`src/rtl/muldiv_sequencer_if.sv`:
```
// Decode-side handshake bundle for the HI/LO multiply/divide sequencer.
interface muldiv_sequencer_if;
  logic        md_start;
  logic [2:0]  md_op;
  logic [31:0] md_opA;
  logic [31:0] md_opB;
  logic        hz_clear;
  logic        md_stall;
  logic        md_busy;
  logic        md_done;
  logic [31:0] md_hi;
  logic [31:0] md_lo;
  logic [31:0] md_result;

  modport master (
    output md_start, md_op, md_opA, md_opB, hz_clear,
    input  md_stall, md_busy, md_done, md_hi, md_lo, md_result
  );

  modport slave (
    input  md_start, md_op, md_opA, md_opB, hz_clear,
    output md_stall, md_busy, md_done, md_hi, md_lo, md_result
  );
endinterface

```
`src/rtl/muldiv_sequencer.sv`:
```
// Iterative 32-bit multiply/divide sequencer owning the architectural HI/LO registers.
module muldiv_sequencer (
  input logic             clock,
  input logic             reset,
  muldiv_sequencer_if.slave md
);

  typedef enum logic [1:0] {StIdle, StRun, StFix} state_e;

  state_e      state_q, state_d;
  logic [4:0]  cnt_q, cnt_d;
  logic [31:0] rem_q, rem_d;        // P_hi for multiply, partial remainder for divide
  logic [31:0] quo_q, quo_d;        // P_lo for multiply, quotient for divide
  logic [31:0] addend_q, addend_d;  // |A| for multiply, |B| for divide
  logic [31:0] opa_q, opa_d;        // raw dividend, returned in HI on divide by zero
  logic        is_div_q, is_div_d;
  logic        neg_lo_q, neg_lo_d;
  logic        neg_hi_q, neg_hi_d;
  logic [31:0] hi_q, hi_d, lo_q, lo_d, res_q, res_d;
  logic        busy_q, done_q, done_d;

  logic        accept;
  logic        is_signed;
  logic [31:0] mag_a, mag_b;
  logic [32:0] mul_sum;
  logic [32:0] div_shift;
  logic [33:0] div_trial;
  logic [63:0] prod;

  assign accept    = md.md_start && !busy_q && !md.hz_clear;
  assign is_signed = !md.md_op[0];
  assign mag_a     = (is_signed && md.md_opA[31]) ? (32'd0 - md.md_opA) : md.md_opA;
  assign mag_b     = (is_signed && md.md_opB[31]) ? (32'd0 - md.md_opB) : md.md_opB;

  // Datapath helpers for one multiply or divide iteration and the final product.
  always_comb begin
    mul_sum   = {1'b0, rem_q} + (quo_q[0] ? {1'b0, addend_q} : 33'd0);
    div_shift = {rem_q, quo_q[31]};
    div_trial = {1'b0, div_shift} - {2'b00, addend_q};
    prod      = {rem_q, quo_q};
  end

  // Next-state logic: accept, iterate, sign-correct and retire.
  always_comb begin
    state_d  = state_q;
    cnt_d    = cnt_q;
    rem_d    = rem_q;
    quo_d    = quo_q;
    addend_d = addend_q;
    opa_d    = opa_q;
    is_div_d = is_div_q;
    neg_lo_d = neg_lo_q;
    neg_hi_d = neg_hi_q;
    hi_d     = hi_q;
    lo_d     = lo_q;
    res_d    = res_q;
    done_d   = 1'b0;
    unique case (state_q)
      StIdle: begin
        if (accept) begin
          if (!md.md_op[2]) begin
            state_d  = StRun;
            cnt_d    = 5'd31;
            is_div_d = md.md_op[1];
            opa_d    = md.md_opA;
            neg_lo_d = is_signed && (md.md_opA[31] ^ md.md_opB[31]);
            neg_hi_d = is_signed && md.md_opA[31];
            rem_d    = 32'd0;
            quo_d    = md.md_op[1] ? mag_a : mag_b;
            addend_d = md.md_op[1] ? mag_b : mag_a;
          end else begin
            done_d = 1'b1;
            case (md.md_op[1:0])
              2'd0:    hi_d  = md.md_opA;
              2'd1:    lo_d  = md.md_opA;
              2'd2:    res_d = hi_q;
              default: res_d = lo_q;
            endcase
          end
        end
      end
      StRun: begin
        if (is_div_q) begin
          // Trial is non-negative only when both top bits are clear; bit 32 never sets otherwise.
          if (div_trial[33:32] == 2'b00) begin
            rem_d = div_trial[31:0];
            quo_d = {quo_q[30:0], 1'b1};
          end else begin
            rem_d = div_shift[31:0];
            quo_d = {quo_q[30:0], 1'b0};
          end
        end else begin
          rem_d = mul_sum[32:1];
          quo_d = {mul_sum[0], quo_q[31:1]};
        end
        cnt_d = cnt_q - 5'd1;
        if (cnt_q == 5'd0) begin
          state_d = StFix;
        end
      end
      StFix: begin
        state_d = StIdle;
        done_d  = 1'b1;
        if (!is_div_q) begin
          {hi_d, lo_d} = neg_lo_q ? (64'd0 - prod) : prod;
        end else if (addend_q == 32'd0) begin
          hi_d = opa_q;
          lo_d = 32'hFFFF_FFFF;
        end else begin
          lo_d = neg_lo_q ? (32'd0 - quo_q) : quo_q;
          hi_d = neg_hi_q ? (32'd0 - rem_q) : rem_q;
        end
      end
      default: state_d = StIdle;
    endcase
  end

  // State and architectural register update with synchronous reset.
  always_ff @(posedge clock) begin
    if (reset) begin
      state_q  <= StIdle;
      cnt_q    <= 5'd0;
      rem_q    <= 32'd0;
      quo_q    <= 32'd0;
      addend_q <= 32'd0;
      opa_q    <= 32'd0;
      is_div_q <= 1'b0;
      neg_lo_q <= 1'b0;
      neg_hi_q <= 1'b0;
      hi_q     <= 32'd0;
      lo_q     <= 32'd0;
      res_q    <= 32'd0;
      busy_q   <= 1'b0;
      done_q   <= 1'b0;
    end else begin
      state_q  <= state_d;
      cnt_q    <= cnt_d;
      rem_q    <= rem_d;
      quo_q    <= quo_d;
      addend_q <= addend_d;
      opa_q    <= opa_d;
      is_div_q <= is_div_d;
      neg_lo_q <= neg_lo_d;
      neg_hi_q <= neg_hi_d;
      hi_q     <= hi_d;
      lo_q     <= lo_d;
      res_q    <= res_d;
      busy_q   <= (state_d != StIdle);
      done_q   <= done_d;
    end
  end

  assign md.md_stall  = md.md_start && busy_q && !md.hz_clear;
  assign md.md_busy   = busy_q;
  assign md.md_done   = done_q;
  assign md.md_hi     = hi_q;
  assign md.md_lo     = lo_q;
  assign md.md_result = res_q;

endmodule

```
`src/flat_wrapper.sv`:
```
// flat-port wrapper written by rule: the top's interface ports become plain ports
module muldiv_sequencer_flat 
  (clock, reset, md_md_start, md_md_op, md_md_opA, md_md_opB, md_hz_clear, md_md_stall, md_md_busy, md_md_done, md_md_hi, md_md_lo, md_md_result);
  muldiv_sequencer_if md_i ();
  input logic clock;
  input logic reset;
  input wire logic [$bits(md_i.md_start)-1:0] md_md_start;
  input wire logic [$bits(md_i.md_op)-1:0] md_md_op;
  input wire logic [$bits(md_i.md_opA)-1:0] md_md_opA;
  input wire logic [$bits(md_i.md_opB)-1:0] md_md_opB;
  input wire logic [$bits(md_i.hz_clear)-1:0] md_hz_clear;
  output wire logic [$bits(md_i.md_stall)-1:0] md_md_stall;
  output wire logic [$bits(md_i.md_busy)-1:0] md_md_busy;
  output wire logic [$bits(md_i.md_done)-1:0] md_md_done;
  output wire logic [$bits(md_i.md_hi)-1:0] md_md_hi;
  output wire logic [$bits(md_i.md_lo)-1:0] md_md_lo;
  output wire logic [$bits(md_i.md_result)-1:0] md_md_result;
  assign md_i.md_start = md_md_start;
  assign md_i.md_op = md_md_op;
  assign md_i.md_opA = md_md_opA;
  assign md_i.md_opB = md_md_opB;
  assign md_i.hz_clear = md_hz_clear;
  assign md_md_stall = md_i.md_stall;
  assign md_md_busy = md_i.md_busy;
  assign md_md_done = md_i.md_done;
  assign md_md_hi = md_i.md_hi;
  assign md_md_lo = md_i.md_lo;
  assign md_md_result = md_i.md_result;
  muldiv_sequencer u_core (.clock(clock), .reset(reset), .md(md_i));
endmodule
```
`config.mk`:
```
export PLATFORM = sky130hd
export DESIGN_NAME = muldiv_sequencer_flat
export DESIGN_NICKNAME = d
export VERILOG_FILES = /design/src/rtl/muldiv_sequencer_if.sv /design/src/rtl/muldiv_sequencer.sv /design/src/flat_wrapper.sv
export SDC_FILE = /design/constraint.sdc
export NUM_CORES = 1
export LEC_CHECK = 0
export ABC_AREA = 1
export CORE_MARGIN = 3
export CORE_UTILIZATION = 30
export DETAILED_ROUTE_END_ITERATION = 8
export HOLD_SLACK_MARGIN = 0.03
export MAX_ROUTING_LAYER = met4
export PLACE_DENSITY_LB_ADDON = 0.05
export SLEW_MARGIN = 20
export SYNTH_ARGS = -nofsm -noshare
export SYNTH_HDL_FRONTEND = slang
export SYNTH_SLANG_ARGS = --single-unit
```
`constraint.sdc`:
```
create_clock -name clock -period 7.4 [get_ports clock]
set_input_delay 1.48 -clock clock [delete_from_list [all_inputs] [get_ports clock]]
set_output_delay 1.48 -clock clock [all_outputs]
set_load 0.01 [all_outputs]
```
* Yosys cells after proc, flatten, opt, wreduce, memory -nomap -nowiden *
Index checks and enable logic that the tools add are counted.

cells by class
  reductions and logical operators = 24
  multiply operators = 0
  equal/unequal tests = 9
  $lt $le $gt $ge = 0
  div/mod/pow operators = 0
  shift operators = 0
  mux-type cells = 41
  $add $sub $neg = 8
  bitwise operators = 3

operators by type and width
  kind                     count
  $mux W32                 24
  $pmux W32 S2             5
  $sub A1 B32 Y32 const A  4
  $mux W64                 1
  $sub A1 B64 Y64 const A  1
  $sub A33 B32 Y34         1
  $add A32 B33 Y33         1
  $logic_not A32 Y1        1
  $reduce_and A4 Y1        3
  $mux W5                  2
  $pmux W5 S2              1
  $ne A2 B2 Y1 const B     4
  $logic_and A1 B1 Y1      7
  $logic_not A2 Y1         3
  $mux W2                  3
  $reduce_and A3 Y1        2
  $reduce_bool A2 Y1       3
  $logic_not A5 Y1         1
  $sub A5 B1 Y5 const B    1
  $eq A2 B1 Y1 const B     2
  $eq A2 B2 Y1 const B     2
  $pmux W2 S2              1
  $logic_not A1 Y1         3
  $mux W1                  3
  other kinds (5)          6

word-level totals
  output and inout port bits = 99
  ROM bits = 0
  RAM bits = 0
  memories kept = 0
  bits in latches = 0
  bits in registers = 236

* Longest topological paths before layout *
Gate-level depths: netlist of the first run.

  word-level depth = 7
  depth in mapped cells = 21
  depth with buffers taken out = 20

* Least setup slack after synthesis of the first run *
Ideal clock, no wire load.

  path kind = input -> output
  start point = input md_md_start
  end point = output md_md_stall
  arrival time = 1.803 ns
  stages = 2
  path slack = 4.117 ns
  cells stage by stage = inv_1 -> nor3_1

on the way
  word-level cells in the longest chain between the ends = 2

RTL lines
  item                               RTL line                 RTL
  start, declared                    flat_wrapper.sv:7        input wire logic [$bits(md_i.md_start)-1:0] md_md_start;
  $logic_and A1 B1 Y1 (2 in series)  muldiv_sequencer.sv:153  assign md.md_stall = md.md_start && busy_q && !md.hz_clear;
  end, declared                      flat_wrapper.sv:12       output wire logic [$bits(md_i.md_stall)-1:0] md_md_stall;

Every way passes these cells.

* Worst setup path in the final report of the first run *
Ends and elaborated chain as after synthesis.

==> run summary, run 1 <==
Detailed-route DRC error count: 0
CTS tree: done
RSZ-0062 raised after global routing: false
Area of the multi-input gates: 0.0141 sq mm
Die area: 0.0735 sq mm
Synthesized instance count: 3709
Final period util: 0.566
Number of fillers in the final layout: 7958
Setup crit end kind: output pin
CP max stage delay: 0.56 ns
Share of cells above drive strength 1: 0.0430
Vias in the first global route: 23100
Die Width: 271 um
P&R area growth vs syn: 16.6%
R2R cell count: 7
CP max FO: 2
Io pins: 170
Synthesized net count: 3851
Root buf cell: clkbuf_16
Data arrival, critical path: 2.71 ns
Asr flop ratio synth: 0
Worst path slowest cell: clkdlybuf4s50_1
WHS: 0.484 ns
Sequential share of power: 0.332
Row count: 96
Crit-path most repeated cell: clkdlybuf4s50_1
Number of synthesized register bits: 236
Combinational fraction of design power: 0.303
Hold crit path type: flip-flop to flip-flop
GP Congestion: 1.01
Buffer levels on the longest clock path: 3
Register-to-register path setup slack: 3.69 ns
Mapped Area: 0.0211 sq mm
Worst Skew: 0.0154 ns
Post_cts resized: 0
Pint: 2.58 mW
Critical path required time: 5.92 ns
First drt pass iteration count: 6
Net switching share of the total power: 0.388
IO Port Bufs: 169
Detail Route Antenna Nets: 0
Grt ovf: 0
Static Leak: 11.7 nW
WHS Endpoint: u_core.cnt_q[4]
Clock Latency Late Sink: 0.61 ns
Die height: 271 um
Avg WL per Cell: 23.3 um
Via count: 25200
Slew Viols, Final: 0
Setup TNS: 0 ns
Htree depth: 1
# nets final: 3934
Register area: 0.00473 sq mm
Initial core utilization: 0.305
Average size of a mapped cell: 5.68 sq um
Hold_buf cts: 0
Core Region: 0.0691 sq mm
CTS Buf Count: 31
Worst hold start: u_core.cnt_q[4]
Total routed wirelength: 111000 um
Critical Path Start Type: input pin
Worst-path clk slew: 0.05 ns
Crit Path Category: input pin to output pin
Total GRT Usage: 0.298
Fin util: 0.356
Final hold vios: 0
First-pass GRT wire length: 160000 um
CP cell instances: clkdlybuf4s50_1 > inv_1 > nor3_1 > clkdlybuf4s50_1
Detail Placement HPWL: 87700 um
Setup-failing EPs final: 0
CTS sink count: 236
Post-synthesis sequential area ratio: 0.224
Slew margin rel.: 0.329
RR Startpoint: u_core.is_div_q
N_diodes: 0
Clock power share: 0.364
Worst Tran Pin Value: 1.00 ns
Initial antenna violation count: 3
Max VDD drop: 0.171 mV
Post-CTS Setup Inserts: 0
Outcome: complete, no violations
Final min period: 4.19 ns
Cell variety after synth: 53
Post-synth EDFFs: 0
Psw: 1.64 mW
PwrDens: 172 mW/mm^2
FF-to-FF End: u_core.md.md_lo[9]
Max-Cap Viols: 0
Largest net degree at the start of global routing: 85
DRT iter0 DRCs: 2639
WHS Path Cells: 2
Synth warn: 0
Vias per cell: 5.31
Top_reg_cell synth: dfxtp_1
Achievable frequency: 0.239 GHz
## placed cells by master (no fill, tap or decap), types with 56 or more instances in the layout
cell type / netlist / layout
nand3_1: 284 / 284
xor2_1: 80 / 80
nand4_1: 56 / 56
ha_1: 69 / 69
nor2_1: 448 / 444
o21ai_0: 317 / 317
a21oi_1: 254 / 254
dfxtp_1: 236 / 233
clkdlybuf4s50_1: 0 / 168
nand2_1: 1070 / 1070
inv_1: 432 / 431
## how the worst max path moves through the flow
stage	cells after the start	startpoint	end
2_1_floorplan	2	md_md_start	md_md_stall
3_3_place_gp	11	md_md_start	u_core.cnt_q[3]
3_5_place_dp	11	md_md_start	u_core.cnt_q[3]
4_1_cts	4	md_md_start	md_md_stall
5_1_grt	4	md_md_start	md_md_stall
6_report	4	md_md_start	md_md_stall
## cell usage after synthesis, types with 2 or more instances
cell type,n,area (sq um)
a31oi_1,49,307
a21boi_0,2,15.0
o21ai_0,317,1590
or2_2,10,62.6
ha_1,69,863
inv_2,9,33.8
buf_2,20,100
o21ai_1,8,40.0
nor3_1,39,195
nor4_1,4,25.0
a21oi_2,4,35.0
a22oi_1,12,90.1
nor2_8,2,40.0
o211ai_1,32,240
clkbuf_1,116,435
dfxtp_1,236,4720
o21a_1,7,52.6
clkinv_1,6,22.5
nand2_8,2,40.0
fa_1,2,40.0
nand3b_1,15,113
and2_1,4,25.0
a21o_1,7,52.6
nand2_2,21,131
nor2_1,448,1680
xor2_1,80,701
xnor2_1,24,210
o21bai_1,5,37.5
nand2_1,1070,4020
nor2_2,10,62.6
nand3_1,284,1420
inv_1,432,1620
a211oi_1,5,37.5
nand4_1,56,350
buf_1,11,41.3
nand3_2,13,130
a21oi_1,254,1270
o221ai_1,8,70.1
o31ai_1,2,15.0
## cells by family (layout without fill, tap and decap cells)
| family | count (synthesis) | count (layout) | share of synthesized area |
|---|---|---|---|
| flops | 236 | 236 | 0.224 |
| buf+inv | 598 | 704 | 0.109 |
| simple gates | 1985 | 1985 | 0.396 |
| xor+xnor | 104 | 104 | 0.0432 |
| fa+ha+maj | 71 | 71 | 0.0428 |
| compound gates | 715 | 715 | 0.184 |
## power groups by stage
| stage | logic [mW] | clock network [mW] | registers (mW) |
|---|---|---|---|
| floorplan | 0.770 | 0 | 1.40 |
| global placement | 1.26 | 0 | 1.43 |
| detailed placement | 1.25 | 0 | 1.43 |
| CTS | 1.26 | 1.57 | 1.40 |
| global route | 1.38 | 1.61 | 1.41 |
| finish | 1.28 | 1.54 | 1.40 |
## state kept, by name, indices dropped and copies added (netlist names)
name,count
u_core.rem_q,32
u_core.md.md_lo,32
u_core.neg_hi_q,1
u_core.md.md_result,32
u_core.state_q,2
u_core.md.md_done,1
u_core.md.md_hi,32
u_core.md.md_busy,1
u_core.cnt_q,5
u_core.opa_q,32
u_core.neg_lo_q,1
u_core.addend_q,32
u_core.is_div_q,1
u_core.quo_q,32
## metal layers
metal	wire, um	global-route usage	share of wire
met5	0	-	0
met1	51500	0.417	0.47
met2	48800	0.455	0.44
met3	6840	0.0308	0.062
met4	3530	0.0825	0.032
## through the flow
stage | cell area, sq um | power, mW | instances | worst slack (ns)
6_report | 24600 | 4.23 | 4746 | 3.21
3_3_place_gp | 23600 | 2.69 | 4690 | 2.81
2_1_floorplan | 21100 | 2.17 | 3709 | 4.12
3_5_place_dp | 23600 | 2.68 | 4690 | 2.82
5_1_grt | 24600 | 4.40 | 4746 | 3.14
4_1_cts | 24600 | 4.23 | 4746 | 3.20
## layout make-up
cell class | count | area share
multi-input combinational | 2875 | 0.573
sequential | 236 | 0.192
timing repair buffer | 200 | 0.0781
inverter | 448 | 0.0688
tap | 931 | 0.0474
clock buffer | 46 | 0.0359
clock inverter | 10 | 0.00463
## worst max-delay path, delay by kind of cell
kind	cells	cell delay, ns
buf+inv	3	1.07
simple gates	1	0.17
(Power assumes the default switching activity.)
==> inputs of run 2 (changes only) <==
- clock period: 7.4 -> 4.3 ns (I/O delays scaled with it)
==> run summary, run 2 (same netlist as run 1, synthesis figures left out) <==
Final period util: 0.826
Critical path required time: 4.72 ns
Outcome: complete, no violations
Slew Viols, Final: 0
Static Leak: 11.9 nW
Vias per cell: 5.29
Buffer levels on the longest clock path: 3
Total power: 7.42 mW
Non-filler cells, final: 4778
CP max stage delay: 0.70 ns
Slew margin rel.: 0.262
WP depth: 10
Max-Cap Viols: 0
Total routed wirelength: 115000 um
RSZ-0062 raised after global routing: false
PwrDens: 298 mW/mm^2
Psw: 2.89 mW
Worst Skew: 0.0368 ns
Row count: 96
Register-to-register path setup slack: 0.75 ns
Clock power share: 0.370
Initial core utilization: 0.305
Crit Path Category: input pin to flip-flop
CP max FO: 65
CTS sink count: 236
P&R area growth vs syn: 18.3%
Detail Placement HPWL: 92400 um
Net switching share of the total power: 0.389
Post_cts resized: 0
Detailed-route DRC error count: 0
Achievable frequency: 0.282 GHz
First-pass GRT wire length: 165000 um
Pint: 4.54 mW
Post-CTS Setup Inserts: 0
Data arrival, critical path: 3.97 ns
Hold crit path type: flip-flop to flip-flop
Share of cells above drive strength 1: 0.0515
CTS Buf Count: 31
Most frequent cells in the layout: nand2_1, nor2_1, inv_1
CTS tree: done
Die area: 0.0735 sq mm
CP cell instances: clkdlybuf4s50_1 > inv_1 > nor2_1 > nand2_1 > inv_1 > nand2_1 > nor2_4 > buf_4 > o21ai_0 > a21oi_1
IO Port Bufs: 169
Place WS: 0.321 ns
Combinational fraction of design power: 0.304
First drt pass iteration count: 6
Worst-path clk slew: 0.06 ns
Worst Path Buf+Inv: 4
Worst path slowest cell: a21oi_1
Avg WL per Cell: 24.0 um
Worst Tran Pin Value: 1.10 ns
Die height: 271 um
Die Width: 271 um
# nets final: 3966
WHS Path Cells: 2
Hold_buf cts: 0
Most common cell after layout, fill and taps aside: nand2_1
DRT iter0 DRCs: 2791
Setup TNS: 0 ns
R2R cell count: 15
Final hold vios: 0
Root buf cell: clkbuf_16
Setup crit end kind: flip-flop
Total GRT Usage: 0.309
Clock Latency Late Sink: 0.62 ns
Core Region: 0.0691 sq mm
Placed instance count: 4722
Max VDD drop: 0.310 mV
Io pins: 170
Vias in the first global route: 23500
Detail Route Antenna Nets: 0
Final min period: 3.55 ns
CP delay by family, top: compound AO/OA/AOI/OAI gates
Initial antenna violation count: 3
Grt ovf: 0
Fin util: 0.361
Critical Path Start Type: input pin
Largest net degree at the start of global routing: 69
Setup-failing EPs final: 0
Htree depth: 1
GP Congestion: 0.987
Via count: 25300
Post-route setup slack: 0.748 ns
Sequential share of power: 0.326
## run 2: changes by cell type in the layout (fill, tap and decap cells not counted), moves of 2 or more
cell	previous run	this run
diode_2	0	2
buf_4	31	58
clkbuf_1	10	5
buf_12	0	5
## run 2: worst reg2reg max path, delay by kind of cell, from the launching register on
kind | cells | cell delay (ns)
and+or+nand+nor | 10 | 1.02
AOI/OAI and AO/OA | 2 | 1.00
buffers and inverters | 2 | 0.55
adders and majority gates | 1 | 0.50
DFF | 1 | 0.40
## run 2: worst paths after layout
check                                 end                start
setup / recovery         u_core.opa_q[12]          md_md_start
hold / removal    u_core.md.md_result[30]  u_core.md.md_lo[30]
setup reg to reg         u_core.rem_q[29]      u_core.quo_q[0]
hold reg to reg   u_core.md.md_result[30]  u_core.md.md_lo[30]
## run 2: stage by stage
step	hold slack, ns	area, sq um
finish	0.495	24900
global placement	0.495	23900
global route	0.527	24900
floorplan	0.450	21100
CTS	0.502	24900
detailed placement	0.494	23900
## run 2: routing by layer
metal / global-route usage / wire length [um] / vias to the layer above
met5: - / 0 / -
met4: 0.0758 / 3250 / 0
met3: 0.0290 / 7310 / 131
met2: 0.474 / 50600 / 926
met1: 0.435 / 53500 / 12000
li1: - / - / 12300
## run 2: cell type report
class	instances	area, sq um
fill	7915	44100
antenna	2	5.00
tap	931	1160
sequential	236	4730
multi-input combinational	2875	14100
timing repair buffer	232	2220
clock buffer	42	877
clock inverter	12	159
inverter	448	1690
## run 2: power by group through the flow
stage                     registers (mW)  clock network (mW)  logic (mW)
after CTS                           2.41                2.79        2.21
after floorplan                     2.41                   0        1.33
after global placement              2.46                   0        2.22
after detailed placement            2.46                   0        2.20
final                               2.42                2.75        2.26
after global routing                2.42                2.87        2.44
